`config.mk`:
```
export PLATFORM = sky130hd
export DESIGN_NAME = monitor_output_collector
export DESIGN_NICKNAME = d
export VERILOG_FILES = /design/src/rtl/monitor_output_collector.sv
export SDC_FILE = /design/constraint.sdc
export NUM_CORES = 2
export LEC_CHECK = 0
export ABC_CLOCK_PERIOD_IN_PS = 11500
export BUFFER_PORTS_ARGS = -buffer_cell sky130_fd_sc_hd__buf_4
export CORE_UTILIZATION = 30
export CTS_CLUSTER_SIZE = 28
export DETAILED_ROUTE_END_ITERATION = 6
export PLACE_DENSITY = 0.42
export SLEW_MARGIN = 20
export SYNTH_ARGS = -nofsm -noshare
export SYNTH_HDL_FRONTEND = slang
export SYNTH_SLANG_ARGS = --single-unit
```
`constraint.sdc`:
```
create_clock -name clk -period 11.5 [get_ports clk]
set_input_delay 2.3 -clock clk [delete_from_list [all_inputs] [get_ports clk]]
set_output_delay 2.3 -clock clk [all_outputs]
set_load 0.005 [all_outputs]
```
`src/rtl/monitor_output_collector.sv`:
```
// Captures active monitor outputs into timestamped records, buffers them in a FIFO and
// serialises each record as a header word followed by the active values on a 64-bit stream.
module monitor_output_collector #(
  parameter int NUM_OUT = 3,
  parameter int DATA_W  = 64,
  parameter int TS_W    = 48,
  parameter int DEPTH   = 16
) (
  input  logic                        clk,
  input  logic                        rst,
  input  logic                        en,
  input  logic [NUM_OUT*DATA_W-1:0]   out_val,
  input  logic [NUM_OUT-1:0]          out_aktv,
  output logic [63:0]                 m_data,
  output logic                        m_valid,
  output logic                        m_last,
  input  logic                        m_ready,
  output logic [$clog2(DEPTH):0]      fifo_level,
  output logic                        overflow,
  output logic [15:0]                 drop_cnt
);

  localparam int PTR_W = $clog2(DEPTH);
  localparam int LVL_W = PTR_W + 1;
  localparam int IDX_W = (NUM_OUT > 1) ? $clog2(NUM_OUT) : 1;

  typedef enum logic [1:0] {S_IDLE, S_HDR, S_VAL} state_t;

  state_t                      r_state;
  state_t                      w_state_nxt;

  logic [TS_W-1:0]             r_ts;
  logic [PTR_W-1:0]            r_wptr;
  logic [PTR_W-1:0]            r_rptr;
  logic [LVL_W-1:0]            r_level;
  logic                        r_overflow;
  logic [15:0]                 r_drop_cnt;

  logic [TS_W-1:0]             r_mem_ts   [DEPTH];
  logic [NUM_OUT-1:0]          r_mem_mask [DEPTH];
  logic [NUM_OUT*DATA_W-1:0]   r_mem_val  [DEPTH];

  logic [TS_W-1:0]             r_hold_ts;
  logic [NUM_OUT-1:0]          r_hold_mask;
  logic [NUM_OUT*DATA_W-1:0]   r_hold_val;
  logic [IDX_W-1:0]            r_idx;

  logic                        w_capture;
  logic                        w_push;
  logic                        w_drop;
  logic                        w_pop;
  logic [IDX_W-1:0]            w_idx_nxt;
  logic [63:0]                 w_hdr;
  logic signed [DATA_W-1:0]    w_sel;
  logic [63:0]                 w_ext;
  logic                        w_is_last;

  function automatic logic [IDX_W-1:0] f_lowest(input logic [NUM_OUT-1:0] m);
    logic found;
    f_lowest = '0;
    found    = 1'b0;
    for (int unsigned i = 0; i < NUM_OUT; i++) begin
      if (!found && m[i]) begin
        f_lowest = IDX_W'(i);
        found    = 1'b1;
      end
    end
  endfunction

  function automatic logic [IDX_W-1:0] f_next(input logic [NUM_OUT-1:0] m,
                                             input logic [IDX_W-1:0]   cur);
    logic found;
    f_next = cur;
    found  = 1'b0;
    for (int unsigned i = 0; i < NUM_OUT; i++) begin
      if (!found && m[i] && (i > 32'(cur))) begin
        f_next = IDX_W'(i);
        found  = 1'b1;
      end
    end
  endfunction

  function automatic logic [IDX_W-1:0] f_highest(input logic [NUM_OUT-1:0] m);
    f_highest = '0;
    for (int unsigned i = 0; i < NUM_OUT; i++) begin
      if (m[i]) f_highest = IDX_W'(i);
    end
  endfunction

  // Fullness is judged on the pre-edge level, so a pop on the same edge cannot rescue a push at full.
  assign w_capture = en & (|out_aktv);
  assign w_push    = w_capture & (r_level < LVL_W'(DEPTH));
  assign w_drop    = w_capture & ~w_push;

  always_ff @(posedge clk) begin
    if (w_push) begin
      r_mem_ts[r_wptr]   <= r_ts;
      r_mem_mask[r_wptr] <= out_aktv;
      r_mem_val[r_wptr]  <= out_val;
    end
  end

  always_ff @(posedge clk or posedge rst) begin
    if (rst) begin
      r_ts       <= '0;
      r_wptr     <= '0;
      r_rptr     <= '0;
      r_level    <= '0;
      r_overflow <= 1'b0;
      r_drop_cnt <= '0;
    end else begin
      if (en)     r_ts   <= r_ts + 1'b1;
      if (w_push) r_wptr <= r_wptr + 1'b1;
      if (w_pop)  r_rptr <= r_rptr + 1'b1;
      case ({w_push, w_pop})
        2'b10:   r_level <= r_level + 1'b1;
        2'b01:   r_level <= r_level - 1'b1;
        default: r_level <= r_level;
      endcase
      if (w_drop) begin
        r_overflow <= 1'b1;
        if (r_drop_cnt != 16'hFFFF) r_drop_cnt <= r_drop_cnt + 16'd1;
      end
    end
  end

  always_ff @(posedge clk or posedge rst) begin
    if (rst) begin
      r_state     <= S_IDLE;
      r_hold_ts   <= '0;
      r_hold_mask <= '0;
      r_hold_val  <= '0;
      r_idx       <= '0;
    end else begin
      r_state <= w_state_nxt;
      r_idx   <= w_idx_nxt;
      if (w_pop) begin
        r_hold_ts   <= r_mem_ts[r_rptr];
        r_hold_mask <= r_mem_mask[r_rptr];
        r_hold_val  <= r_mem_val[r_rptr];
      end
    end
  end

  always_comb begin
    w_hdr                = '0;
    w_hdr[TS_W-1:0]      = r_hold_ts;
    w_hdr[56 +: NUM_OUT] = r_hold_mask;
  end

  always_comb begin
    w_sel = '0;
    for (int unsigned i = 0; i < NUM_OUT; i++) begin
      if (32'(r_idx) == i) w_sel = r_hold_val[i*DATA_W +: DATA_W];
    end
  end

  assign w_ext     = 64'(w_sel);
  assign w_is_last = (r_idx == f_highest(r_hold_mask));

  // Outputs decode only registered state, keeping m_ready off the m_valid path.
  always_comb begin
    w_state_nxt = r_state;
    w_idx_nxt   = r_idx;
    w_pop       = 1'b0;
    m_valid     = 1'b0;
    m_last      = 1'b0;
    m_data      = '0;
    case (r_state)
      S_IDLE: begin
        if (r_level != '0) begin
          w_pop       = 1'b1;
          w_state_nxt = S_HDR;
        end
      end
      S_HDR: begin
        m_valid = 1'b1;
        m_data  = w_hdr;
        if (m_ready) begin
          w_state_nxt = S_VAL;
          w_idx_nxt   = f_lowest(r_hold_mask);
        end
      end
      S_VAL: begin
        m_valid = 1'b1;
        m_data  = w_ext;
        m_last  = w_is_last;
        if (m_ready) begin
          if (w_is_last) w_state_nxt = S_IDLE;
          else           w_idx_nxt   = f_next(r_hold_mask, r_idx);
        end
      end
      default: w_state_nxt = S_IDLE;
    endcase
  end

  assign fifo_level = r_level;
  assign overflow   = r_overflow;
  assign drop_cnt   = r_drop_cnt;

endmodule

```
Yosys cells after proc, flatten, opt, wreduce, memory -nomap -nowiden. Memories as Yosys holds them, arrays and structs flattened. A register that Yosys moved wholly into a read port is not among the register bits. Index checks and enable logic that the tools add are counted.

Memories: 3. Output and inout port bits: 88. Latch bits: 0. Flip-flop bits (word level): 82. Input bits: 199. RAM bits: 3888. ROM bits: 0.

Equal/unequal tests: 14. Shift operators: 0. $add $sub $neg: 6. Multipliers: 0. Mux-type cells: 36. Divide/modulo/power cells: 0. Reductions and logical operators: 18. $lt $le $gt $ge: 3. Bitwise logic cells: 4.

Memory list: r_mem_val (words 16, width 192, read ports 1, clocked after Yosys merged registers in 1, write ports 1, RTL line 41) `logic [NUM_OUT*DATA_W-1:0] r_mem_val [DEPTH];`; r_mem_ts (words 16, width 48, read ports 1, clocked after Yosys merged registers in 1, write ports 1, RTL line 39) `logic [TS_W-1:0] r_mem_ts [DEPTH];`; r_mem_mask (words 16, width 3, read ports 1, clocked after Yosys merged registers in 1, write ports 1, RTL line 40) `logic [NUM_OUT-1:0] r_mem_mask [DEPTH];`.

Operator list (count): two-way mux 64 bit (3); one-hot mux 64 bit (2 select lines) (1); adder 48 x 1 -> 48 bit, second input constant (1); two-way mux 2 bit (11); two-way mux 1 bit (18); adder 16 x 1 -> 16 bit, second input constant (1); inequality test 16 bit, second input constant (1); inequality test 2 bit, second input constant (5); one-hot mux 5 bit (2 select lines) (1); adder 4 x 1 -> 4 bit, second input constant (2); equality test 2 x 1 -> 1 bit, second input constant (3); equality test 2 bit, second input constant (3); one-hot mux 2 bit (3 select lines) (1); adder 5 x 1 -> 5 bit, second input constant (1); logical AND 1 bit (5); < comparator 5 bit, second input constant (1); AND reduction 5 bit (1); nonzero test 5 bit (1); subtractor 5 x 1 -> 5 bit, second input constant (1); logical NOT 2 bit (2); one-hot mux 2 bit (2 select lines) (1); AND reduction 4 bit (1); nonzero test 2 bit (2); AND 1 bit (3); 9 further kinds (11).

Longest topological paths before layout.
Depth in word-level cells: 13. Gate-level depth with buffers: 14. Mapped depth without buffers: 10.

Least setup slack after synthesis. OpenSTA, ideal clock, no wires.

Path type: input to register. Start: input port en. End: memory r_mem_mask[4][0], enable pin. Stages on the path: 6. Arrival: 8644 ps. Setup time: 636 ps. Setup slack: 2220 ps. Path buffers: 2. Required time: 10864 ps. Cells stage by stage: buf_4 > and3b_1 > clkbuf_1 > nand2_1 > nor2_1 > and2_1.

Word-level cells in the longest chain between the ends: 4.

RTL lines: from (decl) (RTL line 11) `input logic en,`; AND 1 bit (RTL line 91) `assign w_capture = en & (|out_aktv);`; AND 1 bit (RTL line 92) `assign w_push = w_capture & (r_level < LVL_W'(DEPTH));`; two-way mux 1 bit (RTL line 96) `if (w_push) begin`; two-way mux 1 bit (implied by the code) (RTL line 98) `r_mem_mask[r_wptr] <= out_aktv;`; to (decl) (RTL line 40).

Every way passes these cells.

Final worst setup path.
Start: register r_idx[1]. End: output port m_data[25].

Word-level cells in the longest chain between the ends: 5. Elaborated cells between the ends (all ways): 7.

RTL lines: from (decl) (RTL line 46) `logic [IDX_W-1:0] r_idx;`; from (signal assigned) (RTL line 136) `r_idx <= w_idx_nxt;`; logical NOT 2 bit (RTL line 154) `if (32'(r_idx) == i) w_sel = r_hold_val[i*DATA_W +: DATA_W];`; two-way mux 64 bit (2 in a row) (RTL line 154); two-way mux 64 bit (*) (RTL line 154); one-hot mux 64 bit (2 select lines) (*) (RTL line 169) `case (r_state)`; to (decl) (RTL line 14) `output logic [63:0] m_data,`.

Every way passes the cells marked *; elsewhere a longest branch is shown, timed or not.

==> flow_summary.toml <==
[cts]
post_cts_buffers = 0
hold_buffers = 0
cts_root_buf = "clkbuf_16"
cts_resized = 0
path_clk_slew_ps = 60
cts_tree = "built"
clock_latency_ps = 1050
cts_buffers = 453
htreeDepth = 5
clockBufferDepth = 4
cts.sinks = 4213

[timing]
drv_slew = 0
slew_headroom_pct = 19.45
finalCritPeriodShare_pct = 60.70
fmax_mhz = 143.2
finalHoldViolCount = 0
fin_skew_ps = 98.73
rsz0062_at_grt = "no"
setup_tns_ps = 0
fin_crit_ps = 6981
worst_pin_slew_ps = 1208
setup_slack_ps = 4519
setup_viol_count_final = 0

[finish]
regArea_sq_mm = 0.1249
n_fill_cell = 49050
drive_above_1_share_pct = 29.03
multi_input_area_sq_mm = 0.03278
fin_nets = 7887
area_delta_synth_final_pct = 15.95

[worst_setup_path]
worst_ep_arrival_time_ps = 4680
r2r_cells = 7
worstPathMaxFanout = 44
crit_path_end_kind = "output pin"
crit_type = "flop to output pin"
startpoint_type = "flop"
crit_required_ps = 9200

[power_and_ir_drop]
power_frac_clock_pct = 30.7
seq_power_share_pct = 41.8
p_sw_share_pct = 32.52
power.switching_mw = 15.20
vdd_drop_max_v = 0.0003071
intPower_mw = 31.53
power_density_mw_per_mm2 = 252.8
finalPower_mw = 46.72
cellLeakagePower_nw = 56.63
combPwrFrac_pct = 27.5

[drt]
wl_per_cell_um = 33.20
drt_iter0_drc = 6536
via_per_inst = 5.138
wl_mm = 500.6
drc = 0
antenna_left = 0
num_vias = 77470
drt_pre_antenna_iters = 6

[job]
drv_cap = 0

[floorplanning]
chipWidth_um = 731.0
core_sq_mm = 0.5288
fp.dieH_um = 731.0
start_util_pct = 30.14
io_pins = 287
die-area_sq_mm = 0.5343
rows = 267

[logic_synthesis]
postSynthCellCount = 7198
netlist_area_sq_mm = 0.1594
async_flop_share_pct = 7.714
ys_warn_count = 0
syn_avg_cell_area_sq_um = 22.15
synth_top_area_share_pct = 73.24
synth_area_leader_cell = "edfxtp_1"
synthFlopType = "edfxtp_1"
synth-edff-count = 3888
synth_area_leaders = "edfxtp_1 73%, mux4_2 14%, dfrtp_1 5.1%"
synthDistinctLibCells = 49
synth_seq_cells = 4213
seq_area_frac_synth_pct = 78.34
synth_nets = 7413

[global_routing]
grt.total_usage_pct = 18.40
grt_pass1_wl_mm = 686.7
grt_pass1_vias = 80570
antenna_found_initial = 73
grt_max_degree = 121
grt_overflow_total = 0

[place]
place_ws_ps = 4790
port_buffers = 286
routabilityCongestion = 0.7714
dp_hpwl_mm = 289.5

[hold_path]
hold_path_depth = 1
hold_path_class = "flop to flop"

[outcome]
status = "completed"
[power by group through the flow]
stage,registers [mW],logic (mW),clock network [mW]
after global placement,19.9,13.1,0
after global routing,19.6,13.7,15.2
after CTS,19.6,13.2,14.7
after floorplan,18.9,8.37,0
final,19.5,12.9,14.3
after detailed placement,19.9,13.1,0
[synthesized netlist by cell type (43+ instances only)]
master,number
nand2_1,93
buf_1,43
buf_2,170
dfrtp_1,325
a21oi_1,310
nor2_1,99
edfxtp_1,3888
o22ai_1,492
xnor2_1,43
o21ai_0,49
mux4_2,972
mux2_2,249
mux2i_1,65
clkbuf_1,207
[sequential cells by signal (all words and copies together) (netlist names)]
signal and count:
overflow 1, r_wptr 4, r_mem_val 3072, r_mem_ts 768
r_idx 2, r_ts 48, r_hold_mask 3, r_rptr 4
r_hold_ts 48, r_mem_mask 48, r_hold_val 192, fifo_level 5
drop_cnt 16, r_state 2
[layout make-up]
cell class	instances	area share (%)
Sequential cell	4213	67.58
Multi-Input combinational cell	2550	17.74
Clock buffer	627	6.770
Tap cell	6994	4.735
Timing Repair Buffer	441	2.027
Clock inverter	220	1.096
Inverter	13	0.03046
Antenna cell	21	0.02843
[stage by stage]
step | hold slack, ps | instance area [sq um] | utilization (%) | std cells
6_report | 498.6 | 184800 | 34.95 | 15080
5_1_grt | 523.8 | 184800 | 34.94 | 15060
4_1_cts | 493.5 | 184700 | 34.93 | 15060
3_5_place_dp | 472.5 | 170200 | 32.18 | 14210
3_3_place_gp | 482.8 | 170100 | 32.17 | 14210
2_1_floorplan | 459.0 | 159400 | - | 7198
[worst max-delay path: stages, from the launching register on]
cell     delay, ps
dfrtp_4        920
buf_6          670
mux2i_1        320
nor2_1         630
a21oi_1         70
o21ai_0        740
buf_4          240
[cells in the final DEF (no fill, tap or decap), types with 6 or more instances in the layout]
cell type | netlist | final
buf_4 | 2 | 404
a21oi_1 | 310 | 310
o22ai_1 | 492 | 492
xnor2_1 | 43 | 43
nand4_1 | 29 | 29
mux2_2 | 249 | 249
mux2i_2 | 0 | 7
xor2_1 | 29 | 29
nor3_1 | 16 | 16
nand3_1 | 18 | 18
clkbuf_8 | 0 | 46
a22o_1 | 6 | 6
edfxtp_1 | 3888 | 3888
mux4_2 | 972 | 972
clkbuf_16 | 0 | 456
clkinv_16 | 0 | 8
mux2i_1 | 65 | 58
diode_2 | 0 | 21
and2_4 | 0 | 12
clkinv_2 | 0 | 79
clkinv_1 | 0 | 88
clkbuf_1 | 207 | 125
ha_1 | 16 | 16
nor2_1 | 99 | 99
a31oi_1 | 6 | 6
dfrtp_1 | 325 | 320
o21ai_1 | 0 | 7
o21ai_0 | 49 | 42
inv_1 | 13 | 12
buf_12 | 0 | 32
nand2_1 | 93 | 92
bufinv_16 | 0 | 27
[path summary, 6_finish.rpt]
check | from | endpoint | slack (ps)
setup / recovery | r_idx[1] | m_data[25] | 4520
hold / removal | overflow | overflow | 500
setup reg to reg | r_rptr[3] | r_hold_val[187] | 7040
hold reg to reg | overflow | overflow | 500
max in group asynchronous | rst | r_hold_val[165] | 8120
min in group asynchronous | rst | r_hold_val[85] | 1290
[logic make-up (layout without fill, tap and decap cells)]
family,count (synthesis),after routing,synth area share [%]
simple gates,302,302,0.9042
flops,4213,4213,78.34
buf+inv,435,1301,1.162
other cells,0,21,0
compound gates,874,874,3.171
fa+ha+maj,16,16,0.1256
mux,1286,1286,15.90
xor+xnor,72,72,0.3956
[per-layer routing]
layer	vias up	global-route usage, %	share of wire [%]
met4	32	4.713	2.8
met2	2137	30.71	49
met3	653	3.073	5.0
met1	43150	25.03	43
met5	-	0	0.040
li1	31500	-	-
Note: power is estimated with default switching activity, not from simulation.
